===== src/rtl/load_address_buffer.sv =====
// In-order load queue between the AGU and the data-memory port; one load outstanding, result on the CDB.
// Optional feature: LOAD_BUFFER_BYPASS_EN lets a write into an empty idle buffer request memory in the same cycle.
module load_address_buffer #(
    parameter int XLEN          = 32,
    parameter int ROB_TAG_WIDTH = 4,
    parameter int DEPTH         = 4
) (
    input  logic                     clk,
    input  logic                     reset_n,
    input  logic                     write_to_buffer,
    input  logic [XLEN-1:0]          address_in,
    input  logic [ROB_TAG_WIDTH-1:0] rob_tag_in,
    output logic                     full,
    input  logic                     flush,
    output logic                     mem_req_valid,
    output logic [XLEN-1:0]          mem_req_addr,
    input  logic                     mem_req_ready,
    input  logic                     mem_resp_valid,
    input  logic [XLEN-1:0]          mem_resp_data,
    output logic                     cdb_valid,
    output logic [XLEN-1:0]          cdb_data,
    output logic [ROB_TAG_WIDTH-1:0] cdb_rob_tag,
    input  logic                     cdb_grant
);

    localparam int PW = $clog2(DEPTH);
    localparam int CW = PW + 1;

    typedef enum logic [2:0] {
        S_IDLE,
        S_REQ,
        S_WAIT,
        S_BCAST,
        S_DRAIN
    } state_t;

    state_t                   r_state;
    logic [XLEN-1:0]          r_addr_mem [DEPTH];
    logic [ROB_TAG_WIDTH-1:0] r_tag_mem  [DEPTH];
    logic [PW-1:0]            r_head;
    logic [PW-1:0]            r_tail;
    logic [PW:0]              r_count;
    logic                     r_req_valid;
    logic [XLEN-1:0]          r_req_addr;
    logic [ROB_TAG_WIDTH-1:0] r_req_tag;
    logic                     r_cdb_valid;
    logic [XLEN-1:0]          r_cdb_data;
    logic [ROB_TAG_WIDTH-1:0] r_cdb_tag;

    logic                     w_full;
    logic                     w_bypass;
    logic                     w_bypass_take;
    logic                     w_enq;
    logic                     w_deq;
    logic [PW:0]              w_count_next;

    assign w_full = (r_count == CW'(DEPTH));

`ifdef LOAD_BUFFER_BYPASS_EN
    assign w_bypass = (r_state == S_IDLE) && (r_count == '0) && write_to_buffer && !flush;
`else
    assign w_bypass = 1'b0;
`endif
    assign w_bypass_take = w_bypass && mem_req_ready;

    assign w_enq = write_to_buffer && !w_full && !flush && !w_bypass_take;
    assign w_deq = (r_state == S_REQ) && mem_req_ready && !flush;
    assign w_count_next = r_count + CW'(w_enq) - CW'(w_deq);

    always_ff @(posedge clk) begin
        if (w_enq) begin
            r_addr_mem[r_tail] <= address_in;
            r_tag_mem[r_tail]  <= rob_tag_in;
        end
    end

    always_ff @(posedge clk or negedge reset_n) begin
        if (!reset_n) begin
            r_state     <= S_IDLE;
            r_head      <= '0;
            r_tail      <= '0;
            r_count     <= '0;
            r_req_valid <= 1'b0;
            r_req_addr  <= '0;
            r_req_tag   <= '0;
            r_cdb_valid <= 1'b0;
            r_cdb_data  <= '0;
            r_cdb_tag   <= '0;
        end else if (flush) begin
            r_head      <= '0;
            r_tail      <= '0;
            r_count     <= '0;
            r_req_valid <= 1'b0;
            r_cdb_valid <= 1'b0;
            case (r_state)
                S_WAIT, S_DRAIN: r_state <= mem_resp_valid ? S_IDLE : S_DRAIN;
                // a request accepted in the flush cycle still owes a response; drain it
                S_REQ:           r_state <= mem_req_ready ? S_DRAIN : S_IDLE;
                default:         r_state <= S_IDLE;
            endcase
        end else begin
            if (w_enq) r_tail <= r_tail + PW'(1);
            if (w_deq) r_head <= r_head + PW'(1);
            r_count <= w_count_next;
            case (r_state)
                S_IDLE: begin
                    if (w_bypass_take) begin
                        r_req_tag <= rob_tag_in;
                        r_state   <= S_WAIT;
                    end else if (r_count != '0) begin
                        r_req_valid <= 1'b1;
                        r_req_addr  <= r_addr_mem[r_head];
                        r_req_tag   <= r_tag_mem[r_head];
                        r_state     <= S_REQ;
                    end else if (w_enq) begin
                        // empty queue: the entry being written becomes the head
                        r_req_valid <= 1'b1;
                        r_req_addr  <= address_in;
                        r_req_tag   <= rob_tag_in;
                        r_state     <= S_REQ;
                    end
                end
                S_REQ: begin
                    if (mem_req_ready) begin
                        r_req_valid <= 1'b0;
                        r_state     <= S_WAIT;
                    end
                end
                S_WAIT: begin
                    if (mem_resp_valid) begin
                        r_cdb_valid <= 1'b1;
                        r_cdb_data  <= mem_resp_data;
                        r_cdb_tag   <= r_req_tag;
                        r_state     <= S_BCAST;
                    end
                end
                S_BCAST: begin
                    if (cdb_grant) begin
                        r_cdb_valid <= 1'b0;
                        if (r_count != '0) begin
                            r_req_valid <= 1'b1;
                            r_req_addr  <= r_addr_mem[r_head];
                            r_req_tag   <= r_tag_mem[r_head];
                            r_state     <= S_REQ;
                        end else begin
                            r_state <= S_IDLE;
                        end
                    end
                end
                S_DRAIN: begin
                    if (mem_resp_valid) r_state <= S_IDLE;
                end
                default: r_state <= S_IDLE;
            endcase
        end
    end

    assign full          = w_full;
    assign mem_req_valid = r_req_valid | w_bypass;
    assign mem_req_addr  = w_bypass ? address_in : r_req_addr;
    assign cdb_valid     = r_cdb_valid;
    assign cdb_data      = r_cdb_data;
    assign cdb_rob_tag   = r_cdb_tag;

endmodule

===== config.mk =====
export PLATFORM = sky130hd
export DESIGN_NAME = load_address_buffer
export DESIGN_NICKNAME = d
export VERILOG_FILES = /design/src/rtl/load_address_buffer.sv
export SDC_FILE = /design/constraint.sdc
export NUM_CORES = 1
export LEC_CHECK = 0
export ABC_AREA = 1
export CORE_ASPECT_RATIO = 1.1
export CORE_MARGIN = 4
export CORE_UTILIZATION = 54
export CTS_BUF_LIST = sky130_fd_sc_hd__clkbuf_16
export DETAILED_ROUTE_END_ITERATION = 10
export HOLD_SLACK_MARGIN = 0.12
export PLACE_DENSITY = 0.8
export SETUP_SLACK_MARGIN = 0.2
export SYNTH_ARGS = -nofsm -noshare
export SYNTH_HDL_FRONTEND = slang
export SYNTH_SLANG_ARGS = --single-unit

===== constraint.sdc =====
create_clock -name clk -period 3.3 [get_ports clk]
set_clock_uncertainty 0.15 [all_clocks]
set_input_delay 0.495 -clock clk [delete_from_list [all_inputs] [get_ports clk]]
set_output_delay 0.495 -clock clk [all_outputs]
set_load 0.1 [all_outputs]

Yosys cells after proc, flatten, opt, wreduce, memory -nomap -nowiden
Memory sizes are Yosys's and may differ from the RTL's. Index checks and enable logic that the tools add are counted.

Add/subtract/negate cells: 4. Equality and inequality tests: 14. Muxes and demuxes: 40. Bitwise gates (word level): 1. Reduce and logical (&&, ||, !) cells: 19.

Operators with widths (number): 2-to-1 mux 32 bit (4); case mux 32 bit (2 select lines) (1); 2-to-1 mux 3 bit (10); != test 3 bit, second input constant (6); 2-to-1 mux 4 bit (4); case mux 3 bit (5 select lines) (1); AND reduction 5 bit (3); 2-to-1 mux 1 bit (12); 2-to-1 mux 2 bit (4); case mux 4 bit (2 select lines) (1); equality test 3 x 2 -> 1 bit, second input constant (2); equality test 3 bit, second input constant (2); case mux 3 bit (2 select lines) (1); AND reduction 3 bit (2); nonzero test 2 bit (3); nonzero test 3 bit (2); adder 2 x 1 -> 2 bit, second input constant (2); logical AND 1 bit (4); != test 2 bit, second input constant (2); != test 4 bit, second input constant (1); nonzero test 4 bit (1); adder 3 x 1 -> 3 bit (1); equality test 3 x 1 -> 1 bit, second input constant (1); logical NOT 3 bit (1); 6 further kinds (7).

Register bits after elaboration: 84. Bits in writable memories: 144. Input bits: 75. Logic and storage cells: 90. Memories: 2.

Memories: r_addr_mem (depth 4, width 32, read ports 1, clocked after memory_dff 0, write ports 1, RTL line 38) `logic [XLEN-1:0] r_addr_mem [DEPTH];`; r_tag_mem (depth 4, width 4, read ports 1, clocked after memory_dff 0, write ports 1, RTL line 39) `logic [ROB_TAG_WIDTH-1:0] r_tag_mem [DEPTH];`.

Longest topological paths before layout
Gate-level depths: netlist of run 1.

Depth in word-level cells: 8. Depth in mapped cells: 13. Mapped depth without buffers: 13.

Least setup slack after synthesis of run 1
No wires, ideal clock.

Kind: input-to-reg. Start point: input port flush. End point: memory r_addr_mem[0][0] (enable). Arrival: 2.346 ns. Data required time: 2.721 ns. Path slack: 0.375 ns. Stages: 3. Cells stage by stage: inv_2 -> nand3_2 -> nor2_1.

Longest elaborated chain between the ends: 4.

Ends and longest elaborated chain: start: declaration (RTL line 14) `input logic flush,`; logical NOT 1 bit (RTL line 66) `assign w_enq = write_to_buffer && !w_full && !flush && !w_bypass_take;`; logical AND 1 bit (RTL line 66); 2-to-1 mux 1 bit (RTL line 71) `if (w_enq) begin`; 2-to-1 mux 1 bit (implied by the code) (RTL line 72) `r_addr_mem[r_tail] <= address_in;`; end: declaration (RTL line 38).

Every way passes these cells.

Worst setup path after layout of run 1
Start point: register r_state[0]. End point: register r_count[2].

Longest elaborated chain between the ends: 5.

Ends and longest elaborated chain: start: declaration (RTL line 37) `state_t r_state;`; start signal: assignment (RTL line 96) `S_WAIT, S_DRAIN: r_state <= mem_resp_valid ? S_IDLE : S_DRAIN;`; start signal: assignment (RTL line 98) `S_REQ: r_state <= mem_req_ready ? S_DRAIN : S_IDLE;`; equality test 3 x 1 -> 1 bit (RTL line 67) `assign w_deq = (r_state == S_REQ) && mem_req_ready && !flush;`; logical AND 1 bit (2 in series) (RTL line 67); subtractor 3 x 1 -> 3 bit (RTL line 68) `assign w_count_next = r_count + CW'(w_enq) - CW'(w_deq);`; 2-to-1 mux 3 bit (RTL line 89) `end else if (flush) begin`; end signal: assignment (RTL line 104) `r_count <= w_count_next;`; end: declaration (RTL line 42) `logic [PW:0] r_count;`.

Every way passes these cells. A chain may end at the register's enable or synchronous reset.

==> flow_summary.toml, run 1 <==
[status]
status = "completed"

[global_route]
antenna_found_initial = 0
grt_pass1_vias = 6613
track_usage_pct = 21.38
overflow = 0
grt_pass1_wl_um = 34460
grt_max_degree = 85

[clock_tree]
post-cts-setup-buffer-count = 0
h-tree-depth = 1
holdBufCountCts = 1
numCtsBuffers = 24
clkTransAtPathRegs_ns = 0.06
clockBufferDepth = 3
clk_latency_ns = 0.51
cts_tree = "built"
root_buffer = "clkbuf_16"
cts_resized = 0
clock-sinks = 228

[synthesis]
syn_inst = 925
synth.area.top_cells = "edfxtp_1 (45%), dfrtp_1 (22%), nand2_1 (14%)"
synth_nets = 1007
synthMostInstantiatedCell = "nand2_1"
yosys_most_used_dff = "edfxtp_1"
syn_area_per_cell_um2 = 10.49
syn_area_um2 = 9704
synth_seq_area_share_pct = 66.22
ys_warn_count = 0
synth_top_area_share_pct = 44.56
async_flop_share_pct = 36.84
synth-edff-count = 144
yosys.cell_types.count = 30
ys_seq_elements = 228
yosysTopAreaCell = "edfxtp_1"
synth_common_cells = "nand2_1 (350), edfxtp_1 (144), nand3_1 (122)"

[timing]
period_share_pct = 75.24
rsz0062_at_grt = "false"
timing.final.ws_setup_ns = 0.8171
period_needed_ns = 2.483
final-max-slew-violation-count = 0
setup_viol = 0
tightest_slew_ns = 0.8223
fmax_mhz = 402.8
slew_headroom_pct = 45.18
hold_viol = 0
setup-tns-final_ns = 0

[critical_path]
cp.arrival_ns = 2.72
path_buf_inv = 4
r2r_end = "r_count[2]"
rrSetupSlack_ns = 0.82
endpoint_kind = "flip-flop"
path_max_fanout = 5
cpPeakStageDelay_ns = 0.44
r2r_cells = 13
crit_path_cell_trace = "inv_1, nor2_1, nand2_1, nor2_1, inv_1, nor2_1, ha_1, inv_1, ha_1, inv_1, fa_1, xor2_1, nor2_1"
crit_type = "reg -> reg"
rr_startpoint = "r_state[0]"
cp_slowest_cell = "dfrtp_1"
crit_family = "adder cells"
startpoint_type = "flip-flop"
worstPathRequired_ns = 3.54

[floorplan]
die_y_um = 148.6
die_area_um2 = 20180
rows = 51
start_util_pct = 54.90
die_x_um = 135.8
ios = 146
core-area_um2 = 17680

[detailed_routing]
antenna_left = 0
drt_wl_total_um = 21810
drt_iter0_markers = 513
firstDrtPassIters = 5
wl_per_cell_um = 16.52
vias = 6912
route.detailed.drc = 0
viasPerCell = 5.236

[finish]
nets = 1146
stdcell_count = 1320
antenna_cells = 0
fin_area_um2 = 11940
syn2layout_area_growth_pct = 23.01
layout-drive-gt1-share_pct = 16.17

[placed_design]
place_congestion = 0.8658
numPlacedInstances = 1275
dpl_cell_area_um2 = 11200
place_worst_setup_slack_ns = 0.5838
io_buffers = 145
hpwl_um = 12780

[hold_path]
hold_class = "reg -> reg"
hold_start = "r_req_tag[1]"
hold_depth = 2
hold_end = "r_req_tag[1]"

[power_and_ir_drop]
power_leakage_nw = 5.226
peakVddDrop_mv = 0.8783
cellPowerDensity_nw_per_um2 = 1027

[run]
cap_violations = 0
metal layers:
metal / GRT usage [%] / up-vias / routed length [µm]
met5: 0 / - / 0
met4: 6.452 / 0 / 450
met3: 4.026 / 38 / 2051
met2: 34.71 / 291 / 10290
met1: 29.71 / 3236 / 9015
li1: - / 3347 / -
metrics by stage:
step	hold WS (ns)	total power, mW	utilization [%]
final	0.3270	12.26	67.54
after global routing	0.3507	12.84	67.54
after CTS	0.3315	12.34	67.54
after detailed placement	0.3156	9.891	63.38
after global placement	0.3105	9.806	63.38
after floorplan	0.04941	8.590	-
sequential cells by signal (all words and copies together), names as in the netlist:
register,flops
r_addr_mem,128
cdb_data,32
mem_req_addr,32
r_tag_mem,16
cdb_rob_tag,4
r_req_tag,4
r_count,3
r_state,3
r_head,2
r_tail,2
cdb_valid,1
mem_req_valid,1
report_power, final:
group	internal [mW]	switching (mW)
sequential	3.60	0.302
clock	1.37	1.06
combinational	1.23	4.70
total	6.21	6.06
cell type report:
| type | count | area (µm²) |
|---|---|---|
| clock buffers | 25 | 625.6 |
| clock inverters | 19 | 100.1 |
| fillers | 1282 | 5738 |
| inverters | 58 | 217.7 |
| multi-input cells | 592 | 2820 |
| flip-flops and latches | 228 | 6427 |
| well taps | 238 | 297.8 |
| repair buffers | 160 | 1449 |
kinds of logic after synthesis:
group                    share of synthesized area [%]
XOR/XNOR                                        0.1805
AO/OA/AOI/OAI                                    2.540
flip-flops                                       66.22
AND/OR/NAND/NOR                                  25.05
buffers and inverters                            5.028
adder cells (fa/ha/maj)                         0.9799
tightest hold or removal path: cells and delay by family, from the launching register on:
kind	cells	cell delay, ns
simple gates	2	0.10
flops	1	0.34
worst max-delay path by stage:
stage	start	endpoint	slack, ns	cells after the start
finish	r_state[0]	r_count[2]	0.82	13
global route	r_state[0]	r_count[2]	0.58	13
CTS	r_state[0]	r_count[2]	0.81	13
detailed placement	flush	mem_req_addr[16]	0.58	8
global placement	mem_req_ready	r_count[2]	0.64	12
floorplan	flush	r_addr_mem[0][0]	0.37	3
placed cells by master (no fill, tap or decap), types with 2 or more instances in the layout:
cell type / synthesis / layout
nor2_2: 4 / 4
clkinv_2: 0 / 4
clkdlybuf4s50_1: 0 / 73
a21oi_1: 4 / 4
nand2_1: 350 / 350
ha_1: 6 / 6
nand3_1: 122 / 122
nand3_4: 2 / 2
nor2_1: 20 / 16
inv_1: 54 / 58
buf_12: 3 / 5
clkinv_1: 0 / 4
nand3_2: 32 / 32
inv_2: 4 / 6
clkinvlp_2: 0 / 2
nor2_4: 0 / 4
edfxtp_1: 144 / 144
buf_4: 6 / 81
o21ai_1: 9 / 9
clkbuf_16: 0 / 25
o21ai_0: 33 / 33
dfrtp_1: 84 / 83
Power figures use the tool's default switching activity.
==> inputs of run 2 (changes only) <==
==> constraint.sdc (replaced) <==
create_clock -name clk -period 2.34 [get_ports clk]
set_clock_uncertainty 0.15 [all_clocks]
set_input_delay 0.351 -clock clk [delete_from_list [all_inputs] [get_ports clk]]
set_output_delay 0.351 -clock clk [all_outputs]
set_load 0.1 [all_outputs]
==> run 2 against run 1 <==
Net effect:
- utilization rose by 2.1 points
- total power rose by 48%
- clock-buffer cell count fell by 2
- fmax rose by 16%
- critical endpoint is now r_count[1]
- wire length rose by 4.0%
- non-clock buffer count rose by 24
- hold slack got worse by 0.076 ns
- clock power rose by 61%
- highest routed layer unchanged
- sequential share of layout area fell by 1.6 points
- global-route usage rose by 1.1 points
- register-to-register slack got worse by 0.62 ns
- sequential power rose by 40%
- largest cell class unchanged
==> flow_summary.toml, run 2 (same netlist as run 1, synthesis figures left out) <==
[critical_path]
path_max_fanout = 2
cpPeakStageDelay_ns = 0.52
path_buf_inv = 3
rrSetupSlack_ns = 0.20
r2r_cells = 11
rr_startpoint = "r_state[1]"
startpoint_type = "flip-flop"
cp_slowest_cell = "fa_2"
cp_common_cell = "inv_1"
crit_family = "adder cells"
r2r_end = "r_count[1]"
crit_path_cell_trace = "nor2_4, nand2_2, nor2_2, inv_1, nor2_1, ha_1, inv_1, ha_1, inv_1, fa_2, nor2_1"
endpoint_kind = "flip-flop"
worstPathRequired_ns = 2.57
cp.arrival_ns = 2.38
crit_type = "reg -> reg"

[detailed_routing]
antenna_left = 0
wl_per_cell_um = 16.93
firstDrtPassIters = 5
drt_wl_total_um = 22680
route.detailed.drc = 0
viasPerCell = 5.272
vias = 7064
drt_iter0_markers = 477

[floorplan]
start_util_pct = 54.90
core-area_um2 = 17680
rows = 51
ios = 146
die_area_um2 = 20180
die_x_um = 135.8
die_y_um = 148.6

[timing]
rsz0062_at_grt = "true"
period_share_pct = 91.50
fmax_mhz = 467.0
whs_ns = 0.2511
setup_viol = 0
period_needed_ns = 2.141
slew_headroom_pct = 61.95
hold_viol = 0
tightest_slew_ns = 0.5707
final-max-slew-violation-count = 0
setup-tns-final_ns = 0

[placed_design]
io_buffers = 145
place_congestion = 0.7829
hpwl_um = 14310

[finish]
nets = 1168
layout-drive-gt1-share_pct = 18.51
utilization_pct = 69.61
syn2layout_area_growth_pct = 26.79
largest_reg_flops = 128
layout_common_cells = "nand2_1 (349), edfxtp_1 (144), nand3_1 (122), buf_4 (98), dfrtp_1 (82)"
top_register = "r_addr_mem"
antenna_cells = 0
final_common_cell = "nand2_1"

[status]
status = "completed"

[global_route]
grt_pass1_wl_um = 35910
grt_pass1_vias = 6977
track_usage_pct = 22.46
overflow = 0
grt_max_degree = 74
antenna_found_initial = 0

[clock_tree]
cts_tree = "built"
clkTransAtPathRegs_ns = 0.07
numCtsBuffers = 22
clock-sinks = 228
clk_latency_ns = 0.50
clockBufferDepth = 3
root_buffer = "clkbuf_16"
h-tree-depth = 1

[power_and_ir_drop]
peakVddDrop_mv = 0.9293
p_total_mw = 18.10
power_leakage_nw = 5.389
cellPowerDensity_nw_per_um2 = 1471

[hold_path]
hold_class = "in -> async"

[run]
cap_violations = 0
[run 2: cell count changes in the layout (fill, tap and decap cells not counted), moves of 2 or more]
cell	previous run	this run
inv_1	58	54
buf_4	81	98
clkbuf_16	25	23
bufinv_16	0	6
nor2_1	16	14
buf_12	5	11
nor2_4	4	6
clkinvlp_2	2	0
clkinvlp_4	1	3
[run 2: metrics by stage]
stage | cells | area (µm²) | worst slack (ns)
2_1_floorplan | 925 | 9719 | 0.03150
3_3_place_gp | 1295 | 11430 | -0.1081
3_5_place_dp | 1295 | 11430 | -0.1785
4_1_cts | 1339 | 12290 | 0.1925
5_1_grt | 1340 | 12300 | 0.01753
6_report | 1340 | 12300 | 0.1988
[run 2: how the worst max path moves through the flow]
stage	startpoint	to	slack, ns	cells after the start
final	r_state[1]	r_count[1]	0.20	11
after global routing	r_state[1]	r_count[2]	0.02	12
after CTS	r_state[1]	r_count[2]	0.19	12
after detailed placement	mem_req_ready	r_count[2]	-0.18	12
after global placement	mem_req_ready	r_count[2]	-0.11	12
after floorplan	r_count[1]	r_addr_mem[0][0]	0.03	4
[run 2: final cells by class]
type	instances	area, µm²
fillers	1282	5371
flip-flops and latches	228	6429
inverters	58	217.7
clock inverters	17	236.5
repair buffers	184	1708
multi-input cells	592	2840
well taps	238	297.8
clock buffers	23	575.6
[run 2: routing by layer]
layer  part of all wire (%)  global-route usage (%)  vias up  wire length [µm]
li1                       -                       -     3382                 -
met1                     38                   27.91     3348              8632
met2                     51                   39.87      299             11560
met3                    9.0                   4.263       35              2036
met4                    2.0                   6.956        0               450
met5                      0                       0        -                 0
[run 2: power by group]
| part | internal (mW) | total, mW | switching (mW) | leakage (nW) |
|---|---|---|---|---|
| Combinational | 1.97 | 8.72 | 6.75 | 2.62 |
| Sequential | 5.08 | 5.47 | 0.393 | 2.38 |
| Clock | 2.45 | 3.91 | 1.47 | 0.392 |
| Total | 9.49 | 18.1 | 8.61 | 5.39 |
[run 2: repair_timing]
action                                  4_1_cts  5_1_grt
endpoints found under the hold margin        37        0
buffers inserted                              3        1
hold buffers                                  1        0
gates resized for setup                       4        1
endpoints found under the setup margin        2        3
pin swaps                                     1        0
==> inputs of run 3 (changes only) <==
==> constraint.sdc (replaced) <==
create_clock -name clk -period 2.34 [get_ports clk]
set_clock_uncertainty 0.15 [all_clocks]
set_input_delay 0.234 -clock clk [delete_from_list [all_inputs] [get_ports clk]]
set_output_delay 0.234 -clock clk [all_outputs]
set_load 0.1 [all_outputs]
==> run 3 against run 2 <==
Net effect:
- die area unchanged
- global-route usage fell by 1.0 points
- critical path depth is 1 higher
- cell count rose by 1.0%
- sequential power about the same
==> flow_summary.toml, run 3 (same netlist as run 1, synthesis figures left out) <==
[detailed_routing]
route.detailed.drc = 0
drt_wl_total_um = 22140
drt_iter0_markers = 402
wl_met1_um = 9051
firstDrtPassIters = 5
antenna_left = 0
wl_met3_um = 1775
wl_met2_um = 10960
viasPerCell = 5.183
vias = 7018
wl_per_cell_um = 16.35
top_layer = "met4"

[timing]
timing.final.ws_setup_ns = 0.2009
period_share_pct = 91.42
setup_viol = 0
rsz0062_at_grt = "true"
final-max-slew-violation-count = 0
period_needed_ns = 2.139
tightest_slew_ns = 0.5614
slew_headroom_pct = 62.57
fmax_mhz = 467.5
hold_viol = 0

[finish]
final_common_cell = "nand2_1"
nets = 1180
layout-drive-gt1-share_pct = 18.83
top_register = "r_addr_mem"
utilization_pct = 69.56
syn2layout_area_growth_pct = 26.70
largest_reg_flops = 128
layout_common_cells = "nand2_1 (349), edfxtp_1 (144), nand3_1 (122), buf_4 (103), dfrtp_1 (81)"

[critical_path]
rrSetupSlack_ns = 0.20
endpoint_kind = "flip-flop"
cp.arrival_ns = 2.39
rr_startpoint = "r_state[1]"
worstPathRequired_ns = 2.59
crit_end = "r_count[2]"
path_max_fanout = 2
r2r_end = "r_count[2]"
setup.worst_path.start = "r_state[1]"
crit_type = "reg -> reg"
startpoint_type = "flip-flop"
r2r_cells = 12

[floorplan]
rows = 51
start_util_pct = 54.90
die_y_um = 148.6
core-area_um2 = 17680
die_x_um = 135.8
ios = 146
die_area_um2 = 20180

[power_and_ir_drop]
cellPowerDensity_nw_per_um2 = 1432
sw_frac_of_total_pct = 48.96
p_int_mw = 8.987
power_leakage_nw = 5.390
peakVddDrop_mv = 0.9858
p_sw_mw = 8.623
p_total_mw = 17.61
p_comb_share_pct = 49.7
p_clk_share_pct = 19.2
pwr-share-seq_pct = 31.1

[global_route]
antenna_found_initial = 1
grt_pass1_wl_um = 34650
overflow = 0
grt_max_degree = 74
track_usage_pct = 21.42
grt_pass1_vias = 6795

[placed_design]
place_congestion = 0.8085
hpwl_um = 13910
place_worst_setup_slack_ns = -0.04566
io_buffers = 145

[clock_tree]
clk_latency_ns = 0.51
root_buffer = "clkbuf_16"
numCtsBuffers = 23
clock-sinks = 228
clockBufferDepth = 3
clkTransAtPathRegs_ns = 0.06
h-tree-depth = 1
cts_tree = "built"

[status]
status = "completed"

[run]
cap_violations = 0

[hold_path]
hold_class = "in -> async"
[run 3: worst min path at each step]
stage | startpoint | to | slack, ns
2_1_floorplan | reset_n | cdb_data[0] | -0.21
4_1_cts | mem_resp_data[22] | cdb_data[22] | 0.12
5_1_grt | mem_resp_data[22] | cdb_data[22] | 0.14
6_report | reset_n | cdb_data[29] | 0.12
3_5_place_dp | reset_n | cdb_data[10] | 0.11
3_3_place_gp | reset_n | mem_req_addr[25] | 0.12
[run 3: through the flow]
stage | cells | hold WS (ns) | TNS (ns) | instance area, µm²
2_1_floorplan | 925 | -0.2116 | 0 | 9719
3_3_place_gp | 1294 | 0.1205 | 0 | 11400
3_5_place_dp | 1294 | 0.1147 | -0.04566 | 11400
4_1_cts | 1346 | 0.1209 | 0 | 12210
5_1_grt | 1354 | 0.1373 | 0 | 12300
6_report | 1354 | 0.1241 | 0 | 12300
[run 3: worst max-delay path, stage by stage, from the launching register on]
cell and delay [ns]:
dfrtp_1 0.41, nor2_4 0.13, nand2_2 0.08, nor2_4 0.09, inv_2 0.04, nor2_2 0.10
ha_1 0.23, inv_1 0.06, ha_1 0.13, inv_1 0.05, fa_2 0.33, xor2_1 0.17
nor2_1 0.05
[run 3: layer usage]
| metal | vias up | track usage, % |
|---|---|---|
| met3 | 32 | 4.330 |
| met1 | 3342 | 28.07 |
| li1 | 3405 | - |
| met4 | 0 | 5.847 |
| met5 | - | 0 |
| met2 | 239 | 36.63 |
[run 3: power groups by stage]
stage	sequential (mW)	clock, mW	combinational [mW]
floorplan	9.51	0	2.61
global placement	5.53	0	8.45
detailed placement	5.53	0	8.57
CTS	5.47	3.42	8.64
global route	5.56	3.62	9.30
finish	5.48	3.38	8.76
[run 3: cell type report]
cell class	instances	area, µm²
timing repair buffer	194	1785
multi-input combinational	593	2865
tap	238	297.8
clock inverter	19	121.4
inverter	58	217.7
antenna	1	2.502
clock buffer	23	575.6
fill	1241	5380
sequential	228	6430
[run 3: timing repair]
action                                 4_1_cts  5_1_grt
gates resized for setup                      4        6
endpoints found under the hold margin       90        0
hold buffers                                 7        0
setup endpoints to repair                    2       39
pin swaps                                    4        5
buffers inserted                             3        6
cloned                                       0        1
